`config.mk`:
```
export PLATFORM = sky130hd
export DESIGN_NAME = updown_mod_counter_flat
export DESIGN_NICKNAME = d
export VERILOG_FILES = /design/src/rtl/updown_mod_counter_pkg.sv /design/src/rtl/updown_mod_counter_if.sv /design/src/rtl/updown_mod_counter_tick_prescaler.sv /design/src/rtl/updown_mod_counter.sv /design/src/flat_wrapper.sv
export SDC_FILE = /design/constraint.sdc
export NUM_CORES = 1
export LEC_CHECK = 0
export CAP_MARGIN = 20
export CORE_AREA = 2 2 39 41
export DETAILED_ROUTE_END_ITERATION = 16
export DIE_AREA = 0 0 41 43
export RECOVER_POWER = 25
export SLEW_MARGIN = 30
export SYNTH_ARGS = -nofsm -noshare
export SYNTH_HDL_FRONTEND = slang
export SYNTH_SLANG_ARGS = --single-unit
```
`constraint.sdc`:
```
create_clock -name c -period 1.9 [get_ports c]
set_clock_uncertainty 0.1 [all_clocks]
set_input_delay 0.19 -clock c [delete_from_list [all_inputs] [get_ports c]]
set_output_delay 0.19 -clock c [all_outputs]
set_load 0.005 [all_outputs]
```
`src/rtl/updown_mod_counter_pkg.sv`:
```
// ---------------------------------------------------------------------------
// counter_pkg
// Shared definitions for the counter blocks of the sequential-logic set.
//   DIR_UP / DIR_DOWN : encoding of the direction input (1 = up, 0 = down)
//   params_legal()    : elaboration-time legality check for counter parameters
//                       (2 <= MOD <= 2**WIDTH, RST_VAL < MOD, PRESCALE >= 1)
// ---------------------------------------------------------------------------
package counter_pkg;

   localparam logic DIR_UP   = 1'b1;
   localparam logic DIR_DOWN = 1'b0;

   // Returns 1 when the parameter set describes a counter that can be built.
   function automatic bit params_legal(input int width, input int modulus,
                                       input int rst_val, input int prescale);
      longint span;
      span = longint'(1) << width;
      return (width >= 1) && (modulus >= 2) && (longint'(modulus) <= span) &&
             (rst_val >= 0) && (rst_val < modulus) && (prescale >= 1);
   endfunction

endpackage

```
`src/rtl/updown_mod_counter_if.sv`:
```
// ---------------------------------------------------------------------------
// updown_mod_counter_if
// Control/data bundle of the up/down modulo counter.
//   en  : count enable              up : direction (1 = up, 0 = down)
//   ld  : synchronous load strobe   d  : load value (WIDTH bits)
//   o   : current count (WIDTH)     tc : terminal-count pulse
// Modports: master drives the controls and observes o/tc, slave is the counter.
// ---------------------------------------------------------------------------
interface updown_mod_counter_if #(
   parameter int WIDTH = 3
);
   logic             en;
   logic             up;
   logic             ld;
   logic [WIDTH-1:0] d;
   logic [WIDTH-1:0] o;
   logic             tc;

   modport master (output en, output up, output ld, output d, input o, input tc);
   modport slave  (input en, input up, input ld, input d, output o, output tc);
endinterface

```
`src/rtl/updown_mod_counter_tick_prescaler.sv`:
```
// ---------------------------------------------------------------------------
// tick_prescaler
// Divides enabled cycles by PRESCALE: tick is high on the enabled cycle in
// which the internal phase counter sits at PRESCALE-1, after which the phase
// returns to 0.  With PRESCALE = 1 the phase never leaves 0, so tick = en.
// Ports:
//   c   : clock, rising edge         r   : synchronous active-high reset
//   en  : advance the phase           clr : synchronous phase clear (load)
//   tick: step strobe (combinational from en and the registered phase)
// ---------------------------------------------------------------------------
module tick_prescaler
   import counter_pkg::*;
#(
   parameter int PRESCALE = 1
) (
   input  logic c,
   input  logic r,
   input  logic en,
   input  logic clr,
   output logic tick
);

   localparam int            CW   = (PRESCALE > 1) ? $clog2(PRESCALE) : 1;
   localparam logic [CW-1:0] LAST = CW'(PRESCALE - 1);

   logic [CW-1:0] phase_q;

   assign tick = en && (phase_q == LAST);

   // Phase only moves on enabled cycles, so dropping en freezes it in place
   // and a direction change never disturbs it.
   always_ff @(posedge c) begin
      if (r || clr) begin
         phase_q <= '0;
      end else if (en) begin
         phase_q <= (phase_q == LAST) ? '0 : phase_q + CW'(1);
      end
   end

endmodule

```
`src/rtl/updown_mod_counter.sv`:
```
// ---------------------------------------------------------------------------
// updown_mod_counter
// Parametrised synchronous up/down modulo counter with load, prescaled count
// enable and a registered terminal-count pulse.  Defaults with up = 0 give the
// classic 3-bit down count 7,6,...,0,7.
// Parameters: WIDTH, MOD (range 0..MOD-1), RST_VAL, PRESCALE.
// Ports:
//   c   : clock, rising edge
//   r   : synchronous active-high reset (highest priority)
//   bus : updown_mod_counter_if.slave (en, up, ld, d in; o, tc out)
// Build option: define UPDOWN_CNT_SAT_EN for saturating instead of wrapping
// behaviour at the boundaries; tc still pulses on every boundary tick.
// ---------------------------------------------------------------------------
module updown_mod_counter
   import counter_pkg::*;
#(
   parameter int WIDTH    = 3,
   parameter int MOD      = 8,
   parameter int RST_VAL  = MOD - 1,
   parameter int PRESCALE = 1
) (
   input logic                c,
   input logic                r,
   updown_mod_counter_if.slave bus
);

   localparam logic [WIDTH-1:0] MAX_VAL = WIDTH'(MOD - 1);
   localparam logic [WIDTH-1:0] RST_CNT = WIDTH'(RST_VAL);
   localparam logic [WIDTH:0]   MOD_EXT = (WIDTH + 1)'(MOD);

   generate
      if (!params_legal(WIDTH, MOD, RST_VAL, PRESCALE)) begin : g_illegal_params
         $error("updown_mod_counter: illegal WIDTH/MOD/RST_VAL/PRESCALE combination");
      end
   endgenerate

   logic [WIDTH-1:0] cnt_q;
   logic [WIDTH-1:0] cnt_next;
   logic [WIDTH-1:0] load_val;
   logic             tc_q;
   logic             tick;
   logic             count_up;
   logic             at_boundary;

   tick_prescaler #(
      .PRESCALE (PRESCALE)
   ) u_prescaler (
      .c    (c),
      .r    (r),
      .en   (bus.en),
      .clr  (bus.ld),
      .tick (tick)
   );

   // Load value is clamped so that a value >= MOD can never appear on o.
   // The compare is one bit wider so MOD = 2**WIDTH is representable.
   always_comb begin
      load_val = bus.d;
      if ({1'b0, bus.d} >= MOD_EXT) begin
         load_val = MAX_VAL;
      end
   end

   // Next count for a tick.  The boundary is MOD-1 going up and 0 going down;
   // there the counter either wraps to the opposite end or holds.
   always_comb begin
      count_up    = (bus.up == DIR_UP);
      at_boundary = count_up ? (cnt_q == MAX_VAL) : (cnt_q == '0);
      cnt_next    = cnt_q;
      if (at_boundary) begin
`ifdef UPDOWN_CNT_SAT_EN
         cnt_next = cnt_q;
`else
         cnt_next = count_up ? '0 : MAX_VAL;
`endif
      end else begin
         cnt_next = count_up ? cnt_q + WIDTH'(1) : cnt_q - WIDTH'(1);
      end
   end

   // Priority: reset, then load, then a prescaled step; tc only survives one
   // cycle because every non-boundary path clears it.
   always_ff @(posedge c) begin
      if (r) begin
         cnt_q <= RST_CNT;
         tc_q  <= 1'b0;
      end else if (bus.ld) begin
         cnt_q <= load_val;
         tc_q  <= 1'b0;
      end else if (tick) begin
         cnt_q <= cnt_next;
         tc_q  <= at_boundary;
      end else begin
         tc_q  <= 1'b0;
      end
   end

   assign bus.o  = cnt_q;
   assign bus.tc = tc_q;

endmodule

```
`src/flat_wrapper.sv`:
```
// flat-port wrapper written by rule: the top's interface ports become plain ports
module updown_mod_counter_flat import counter_pkg::*;
#(
   parameter int WIDTH    = 3,
   parameter int MOD      = 8,
   parameter int RST_VAL  = MOD - 1,
   parameter int PRESCALE = 1
)
  (c, r, bus_en, bus_up, bus_ld, bus_d, bus_o, bus_tc);
  updown_mod_counter_if #(.WIDTH(WIDTH)) bus_i ();
  input logic c;
  input logic r;
  input wire logic [$bits(bus_i.en)-1:0] bus_en;
  input wire logic [$bits(bus_i.up)-1:0] bus_up;
  input wire logic [$bits(bus_i.ld)-1:0] bus_ld;
  input wire logic [$bits(bus_i.d)-1:0] bus_d;
  output wire logic [$bits(bus_i.o)-1:0] bus_o;
  output wire logic [$bits(bus_i.tc)-1:0] bus_tc;
  assign bus_i.en = bus_en;
  assign bus_i.up = bus_up;
  assign bus_i.ld = bus_ld;
  assign bus_i.d = bus_d;
  assign bus_o = bus_i.o;
  assign bus_tc = bus_i.tc;
  updown_mod_counter #(.WIDTH(WIDTH), .MOD(MOD), .RST_VAL(RST_VAL), .PRESCALE(PRESCALE)) u_core (.c(c), .r(r), .bus(bus_i));
endmodule
```
==> implementation parameters, run 1 <==
Parameter                              Value

Place
  Input/output buffers ... 11
  Dpl cells ... 63
  Placer congestion estimate ... 0.6770
  Placed standard-cell area ... 425.4 um^2
  Worst slack at placement ... 7.432 ps
  HPWL after DPL ... 509.4 um

Logic synthesis
  Share of async-settable or async-resettable flops after synthesis ... 0
  EDFF count, synth ... 0
  Library cells used by synthesis ... 21
  Number of storage elements in the synthesis netlist ... 4
  Top cells by area in the synthesized netlist ... dfxtp_1, buf_6, fa_1
  Post-synthesis cell area ... 295.3 um^2
  Cell type contributing the most total cell area after synthesis ... dfxtp_1
  Sequential fraction of the synthesis area ... 0.2712
  Prevailing post-synth register cell ... dfxtp_1
  Nets in the synthesized netlist ... 44
  Per-instance average area after synthesis ... 8.437 um^2
  Synth warnings ... 0
  Fraction of post-synthesis cell area in the top cell type by area ... 0.2712
  Post-Synthesis Cells ... 35

Detailed routing
  Vias ... 296
  First drt pass iteration count ... 3
  Routed WL ... 657 um
  Detail-routed via count per cell ... 4.485
  Initial DRC count ... 3
  Post-detailed-route count of antenna-violating nets ... 0
  Routed length per instance ... 9.955 um
  Drc violations ... 0

Clock network
  CTS HTree Levels ... 1
  CTS Sinks ... 4
  CTS tree ... yes
  Clock buffer depth ... 2
  Clock latency reported for the late side of the worst-skew pair ... 230 ps
  Number of cells upsized or downsized after cts ... 0
  Num CTS Buffers ... 3
  Clock root buffer ... clkbuf_4
  Post-CTS Setup Inserts ... 0
  # hold bufs at CTS ... 0
  Clock-pin slew of the registers on the worst-case setup and hold paths ... 40 ps

Final layout
  Number of antenna cells inserted ... 0
  Final nets ... 61
  Layout fillers ... 152
  Final core utilization ... 0.3201
  Layout cells sized above 1 ... 0.1400
  Post-route non-filler standard cell count ... 66
  Most common library cell in the layout ignoring fill and taps ... clkdlybuf4s50_1
  Final standard cell area without fillers ... 442.9 um^2
  Area growth, synth to finish ... 50.00%
  Commonest cells after routing, fill and taps aside ... clkdlybuf4s50_1, nor2_1, dfxtp_1

Pwr
  Max rail drop VDD ... 0.0001927 V
  Switching part of the total ... 0.2756
  Power density of the placed cells ... 665.8 mW/mm^2
  Sw Pwr ... 0.08128 mW
  Relative contribution of sequential cells to total power ... 0.336
  Internal Dissipation ... 0.2136 mW
  Leakage power ... 0.1750 nW
  Part of the total power dissipated in combinational logic ... 0.306
  Clock network fraction of design power ... 0.358

Critical path
  Data arrival time of the critical path ... 1660 ps
  Crit. End Element ... flip-flop
  Startpoint Class ... input pin
  Worst r2r src ... u_core.bus.o[0]
  CP Launch Point ... bus_up
  Data required time of the critical path ... 1920 ps
  Largest fanout of any net on the critical path ... 2
  Class of the most critical setup path ... input pin to flip-flop

Floorplan
  Count of standard-cell rows ... 14
  Starting density of the core ... 0.2134
  Die W ... 41 um
  Io pins ... 12
  Die height ... 43 um
  Die area ... 0.001763 mm^2
  Core Region ... 0.001384 mm^2

Timing
  Worst Tran Pin Value ... 281.9 ps
  Post-route worst setup slack ... 253.5 ps
  Final period utilization ... 0.8666
  Setup repair after global routing missed its margin ... no
  Setup violation total in the final timing report ... 0
  Final number of hold-violating endpoints ... 0
  Final critical delay including setup and external delays ... 1647 ps
  Maximum frequency from static timing analysis ... 607.3 MHz
  Headroom to the max-slew limit ... 0.8118
  Max Slew Vio Count ... 0
  Total Negative Setup Slacks ... 0 ps

Global routing
  First-pass GRT wire length ... 979 um
  Overall Global Routing Usage ... 0.08225
  Via count of the first global-routing pass ... 240
  Largest net degree at the start of global routing ... 10
  Antenna violations before repair ... 0
  Total congestion overflow ... 0

Run
  Maximum capacitance violations ... 0

Outcome
  Run status ... finished, final reports clean

Min path
  Type of the tightest min-delay check ... input pin to flip-flop
  Hold path startpoint ... bus_d[0]
critical path, stage by stage:
cell             delay, ps
clkdlybuf4s50_1        490
inv_2                   50
fa_1                   450
nor2_1                 110
o211ai_1                80
a221o_1                290
sequential cells by signal, summed over array words and instances, names as in the netlist:
name / count
u_core.bus.tc: 1
u_core.bus.o: 3
metrics by stage:
step / hold WS, ps / total power, mW
after floorplan: 168.5 / 0.1522
after global placement: 513.7 / 0.1906
after detailed placement: 518.7 / 0.1922
after CTS: 460.3 / 0.3020
after global routing: 463.8 / 0.3177
final: 462.8 / 0.2949
synth_stat cells (2+ instances only):
| master | instances |
|---|---|
| nor2_1 | 4 |
| o21ai_1 | 2 |
| nand3_1 | 3 |
| buf_6 | 2 |
| nand2b_1 | 3 |
| xor2_1 | 2 |
| a211oi_1 | 2 |
| dfxtp_1 | 4 |
layout make-up:
| cell class | instances | area [um^2] | share of cell area |
|---|---|---|---|
| Sequential cell | 4 | 80.08 | 0.1808 |
| Tap cell | 16 | 20.02 | 0.04520 |
| Multi-Input combinational cell | 27 | 180.2 | 0.4068 |
| Clock buffer | 3 | 22.52 | 0.05085 |
| Inverter | 2 | 7.507 | 0.01695 |
| Timing Repair Buffer | 14 | 132.6 | 0.2994 |
power by group through the flow:
stage                     Sequential (mW)  Combinational, mW  Clock, mW
after CTS                          0.0993             0.0917      0.111
after global placement              0.100             0.0902          0
after global routing               0.0998              0.101      0.117
after detailed placement            0.101             0.0916          0
final                              0.0990             0.0903      0.106
after floorplan                     0.102             0.0504          0
kinds of logic (layout without fill, tap and decap cells):
group / after synthesis / after routing / share of synthesized area
AO/OA/AOI/OAI: 9 / 9 / 0.2076
XOR/XNOR: 2 / 2 / 0.05933
adder cells (fa/ha/maj): 1 / 1 / 0.06780
buffers and inverters: 4 / 19 / 0.1017
flip-flops: 4 / 4 / 0.2712
multiplexers: 1 / 1 / 0.03390
AND/OR/NAND/NOR: 14 / 14 / 0.2585
layer usage:
layer / GRT usage / vias up / wire [um]
met3: 0.03141 / 0 / 41
li1: - / 156 / -
met4: 0.02000 / 0 / 0
met1: 0.1218 / 131 / 336
met2: 0.1094 / 9 / 278
met5: 0 / - / 0
worst paths after layout:
kind	depth (start not counted)	slack (ps)	to
worst max-delay path	6	250	u_core.bus.o[1]
worst min-delay path	3	460	u_core.bus.o[0]
worst max register to register	4	380	u_core.bus.o[1]
worst min register to register	2	510	u_core.bus.tc
No activity file was read; power rests on OpenSTA's default activity.
==> inputs of run 2 (changes only) <==
- SKIP_LAST_GASP: not set -> 1
==> results of run 2 <==
Final layout, timing and power as in run 1 (identical DEF).
==> RTL edit 1: new RTL, config.mk and constraints of run 1 <==
`WIDTH` is set to 3 in 3 places; all go to 4.
--- a/src/rtl/updown_mod_counter_if.sv
+++ b/src/rtl/updown_mod_counter_if.sv
@@ -9,3 +9,3 @@
 interface updown_mod_counter_if #(
-   parameter int WIDTH = 3
+   parameter int WIDTH = 4
 );
--- a/src/rtl/updown_mod_counter.sv
+++ b/src/rtl/updown_mod_counter.sv
@@ -16,3 +16,3 @@
 #(
-   parameter int WIDTH    = 3,
+   parameter int WIDTH    = 4,
    parameter int MOD      = 8,
--- a/src/flat_wrapper.sv
+++ b/src/flat_wrapper.sv
@@ -3,3 +3,3 @@
 #(
-   parameter int WIDTH    = 3,
+   parameter int WIDTH    = 4,
    parameter int MOD      = 8,
Interface: changed (resized bus_d and bus_o); port bits go from 12 to 14. The function was not compared with the original's and may differ.
==> RTL edit 1 against run 1 <==
  * Count of clock-buffer cells in the layout is 1 higher
  * Routed wire length is 19% higher
  * Design area is 25% higher
  * Sequential cell count is 1 higher
  * Synthesized area is 17% higher
  * Clock power is 14% higher
  * Power is 15% higher
  * Worst setup slack worse by 0.11 ns
==> RTL edit 1: results (changes against run 1) <==
| Metric | Value |
|---|---|
| Outcome | finished clean |
| Slew headroom | 79.3% (-1.9 points) |
| Netlist cell types | 22 (+4.8%) |
| Met2 WL | 395 um (+42%) |
| Vias post-DR | 351 (+19%) |
| Worst Reg-to-Reg Cells | 5 (+1) |
| Crit path DAT | 1.82 ns (+0.16 ns) |
| Input/output buffers | 13 (+2) |
| Maximum VDD drop | 0.000194 V (+0.79%) |
| Final GP Congestion | 0.721 (+6.5%) |
| Commonest cells post-synth | 5 x dfxtp_1, 5 x nor2_1, 4 x o21ai_0, 3 x nand2b_1 |
| Min-Delay Path Class | register to register |
| CP Max Fanout | 3 (+1) |
| Layout Nets | 74 (+21%) |
| Pin count of the biggest net entering global routing | 8 (-2) |
| Register area share after synthesis | 29.0% (+1.9 points) |
| Synth Net Count | 52 (+18%) |
| Gr usage total | 10.9% (+2.7 points) |
| Hold path start | u_core.bus.o[3] |
| Min-Delay Path Depth | 2 (-1) |
| Final HPWL DP | 641 um (+26%) |
| R2R setup slack | 0.28 ns (-0.10 ns) |
| Min-Delay Endpoint | u_core.bus.o[3] |
| Max FFs per register | 4 (+1) |
| Leak | 0.222 nW (+27%) |
==> RTL edit 1: cell count changes in the layout (fill, tap and decap cells not counted), sizes merged, moves of 2 or more <==
cell,delta
dlygate4sd3,+2
o21ai,+2
a211oi,-2
ha,+2
==> RTL edit 1: cell type report <==
type / count / area (um2)
multi-input cells: 34 / 241
clock buffers: 4 / 26.3
inverters: 1 / 3.75
flip-flops and latches: 5 / 100
well taps: 16 / 20.0
fillers: 139 / 832
repair buffers: 17 / 160
==> RTL edit 1: cells by family after synthesis <==
| logic type | after synthesis | share of synthesized area (%) |
|---|---|---|
| AND/OR/NAND/NOR | 17 | 27.5 |
| flip-flops | 5 | 29.0 |
| buffers and inverters | 1 | 1.09 |
| XOR/XNOR | 2 | 5.07 |
| adder cells (fa/ha/maj) | 3 | 13.0 |
| AO/OA/AOI/OAI | 12 | 24.3 |
==> RTL edit 1: where the power goes <==
part	switching [mW]	internal, mW	leakage [nW]
logic	0.0387	0.0574	0.166
registers	0.0104	0.112	0.0411
clock network	0.0421	0.0793	0.0150
==> RTL edit 1: stage by stage <==
step / hold slack, ns / setup WS, ns
global placement: 0.443 / -0.0516
finish: 0.458 / 0.145
floorplan: 0.189 / 0.353
CTS: 0.455 / 0.160
global route: 0.477 / 0.0508
detailed placement: 0.460 / -0.107
==> RTL edit 1: routing by layer <==
layer,vias up,track usage (%)
met2,5,15.6
met1,153,13.2
met5,-,0
met3,2,1.57
li1,191,-
met4,0,10.0
==> RTL edit 1: worst reg2reg max path: stages, from the launching register on <==
cell	delay [ns]
dfxtp_1	0.34
ha_1	0.33
a21oi_1	0.19
nand4_1	0.14
a211o_1	0.31
a21boi_0	0.14
==> RTL edit 2: new RTL, flow settings as in run 1 <==
Without the edit above. Register the input `r` before use. The logic sees it one clock later. The other inputs are not delayed to match.
--- a/src/rtl/updown_mod_counter.sv
+++ b/src/rtl/updown_mod_counter.sv
@@ -30,2 +30,8 @@
 
+   logic r_q;
+
+   always_ff @(posedge c) begin
+      r_q <= r;
+   end
+
    generate
@@ -48,3 +54,3 @@
       .c    (c),
-      .r    (r),
+      .r    (r_q),
       .en   (bus.en),
@@ -83,3 +89,3 @@
    always_ff @(posedge c) begin
-      if (r) begin
+      if (r_q) begin
          cnt_q <= RST_CNT;
Check against the original RTL: not equivalent (Yosys sat finds a counterexample within 4 cycles, from zero or initial values).
==> RTL edit 2 against run 1 <==
  * Design area up 8.8%
  * Sequential cell count up 1
  * Critical path depth up 1
  * Worst setup slack worse by 0.15 ns
  * Global-route usage up 1.7 points
  * Synthesized area unchanged
  * Sequential share of layout area up 2.7 points
  * Power up 10%
  * Routed wire length up 3.3%
  * Largest power group is now sequential cells
==> RTL edit 2: results (changes against run 1) <==
| Metric | Value |
|---|---|
| Outcome | finished clean |
| Vias per cell | 4.60 (+2.5%) |
| Critical path capture point type | register |
| Worst Tran Pin Value | 0.228 ns (-0.0538 ns) |
| Pre-CTS setup slack | -0.179 ns (-0.187 ns) |
| Synth Net Count | 41 (-6.8%) |
| # placed instances | 63 (unchanged) |
| Synth async-reset ratio | 0% (unchanged) |
| Hold path start | r |
| First-pass GRT wire length | 1.16 mm (+18%) |
| Gr usage total | 9.93% (+1.7 points) |
| Clk pwr | 120 uW (+13%) |
| Synth top area cells | dfxtp_1 34%, fa_1 6.8%, nor4b_2 5.1% |
| Worst Reg-to-Reg Cells | 5 (+1) |
| Slowest-stage cell, CP | clkdlybuf4s50_1 |
| Postcts setup bufs | 0 (unchanged) |
| Max FFs per register | 3 (unchanged) |
| Worst r2r dst | u_core.bus.o[2] |
| CP top delay family | buffers and inverters |
| Drt first pass iters | 4 (+1) |
| H-Tree Depth | 1 (unchanged) |
| Max Fclk | 558 MHz (-8.1%) |
| Synth Instances | 32 (-8.6%) |
| Final GP Congestion | 0.704 (+4.0%) |
| R2R setup slack | 0.21 ns (-0.17 ns) |
| Netlist cell types | 22 (+4.8%) |
| FILL cells | 147 (-3.3%) |
| Clock Path Buffers | 2 (unchanged) |
| Input/output buffers | 11 (unchanged) |
| Clock slew seen by the registers of the worst setup and hold paths | 0.04 ns (about the same) |
| Layout Nets | 61 (unchanged) |
| Leak | 0.188 nW (+7.4%) |
| Yosys warns | 0 (unchanged) |
| Number of global-route vias before repair | 290 (+21%) |
| CP max stage delay | 0.48 ns |
| Vias post-DR | 308 (+4.1%) |
| # hold bufs at CTS | 0 (unchanged) |
| Reg-to-Reg Start | u_core.bus.o[0] |
| Final HPWL DP | 525 um (+3.0%) |
| CP Max Fanout | 3 (+1) |
| Min-Delay Path Class | input pin to register |
| Layout cell share with drive strength beyond 1 | 17.6% (+3.6 points) |
| Maximum VDD drop | 0.000267 V (+39%) |
| Clk root buf | clkbuf_4 |
| CTS buffer count | 3 (unchanged) |
| Antenna cells | 0 (unchanged) |
| Internal Power | 243 uW (+14%) |
| Commonest cells post-synth | 5 x dfxtp_1, 3 x inv_1, 3 x nor2_1, 2 x a21oi_1, 2 x o21ai_0 |
| Pin count of the biggest net entering global routing | 8 (-2) |
| Min-Delay Endpoint | u_core.r_q |
| WL final | 679 um (+3.3%) |
| First element of the critical path | bus_up |
| Initial DRC count | 11 (+8) |
| Initial antenna violation count | 0 (unchanged) |
| Min-Delay Path Depth | 1 (-2) |
| Clk Latency, worst-skew pair | 0.24 ns |
| Combinational power | 85.3 uW (-5.5%) |
| Register area share after synthesis | 33.9% (+6.8 points) |
## RTL edit 2: cell count changes after synthesis, moves of 2 or more
cell,run 1,this run
a211oi_1,2,0
nand2b_1,3,1
inv_1,1,3
buf_6,2,0
nand3_1,3,0
o21ai_0,0,2
## RTL edit 2: cell type report
| type | instances | area [um2] | share of cell area (%) |
|---|---|---|---|
| Clock buffer | 4 | 26.3 | 5.45 |
| Timing Repair Buffer | 15 | 140 | 29.1 |
| Tap cell | 16 | 20.0 | 4.16 |
| Multi-Input combinational cell | 24 | 184 | 38.2 |
| Inverter | 3 | 11.3 | 2.34 |
| Sequential cell | 5 | 100 | 20.8 |
## RTL edit 2: routing by layer
layer	vias up	wire [um]	track usage, %	part of all wire [%]
li1	156	-	-	-
met1	135	341	14.1	50
met2	15	277	11.6	41
met3	2	52	3.14	7.7
met4	0	8	8.00	1.2
met5	-	0	0	0
## RTL edit 2: logic make-up (layout without fill, tap and decap cells)
family / count (synthesis) / in the layout / synth area share (%)
AOI/OAI and AO/OA: 10 / 10 / 24.2
DFF: 5 / 5 / 33.9
and+or+nand+nor: 11 / 11 / 25.4
buffers and inverters: 3 / 22 / 3.81
adders and majority gates: 1 / 1 / 6.78
xor gates and xnor gates: 2 / 2 / 5.93
## RTL edit 2: through the flow
step           hold WS, ns  power, mW  TNS [ns]  instance area (um2)
2_1_floorplan        0.118      0.159         0                  295
3_3_place_gp         0.392      0.206    -0.262                  455
3_5_place_dp         0.383      0.207    -0.285                  455
4_1_cts              0.285      0.332         0                  482
5_1_grt              0.391      0.347         0                  482
6_report             0.396      0.325         0                  482
## RTL edit 2: repair_timing
item / 4_1_cts / 5_1_grt
resized for setup: 0 / 1
endpoints found under the hold margin: 0 / 0
endpoints found under the setup margin: 0 / 1
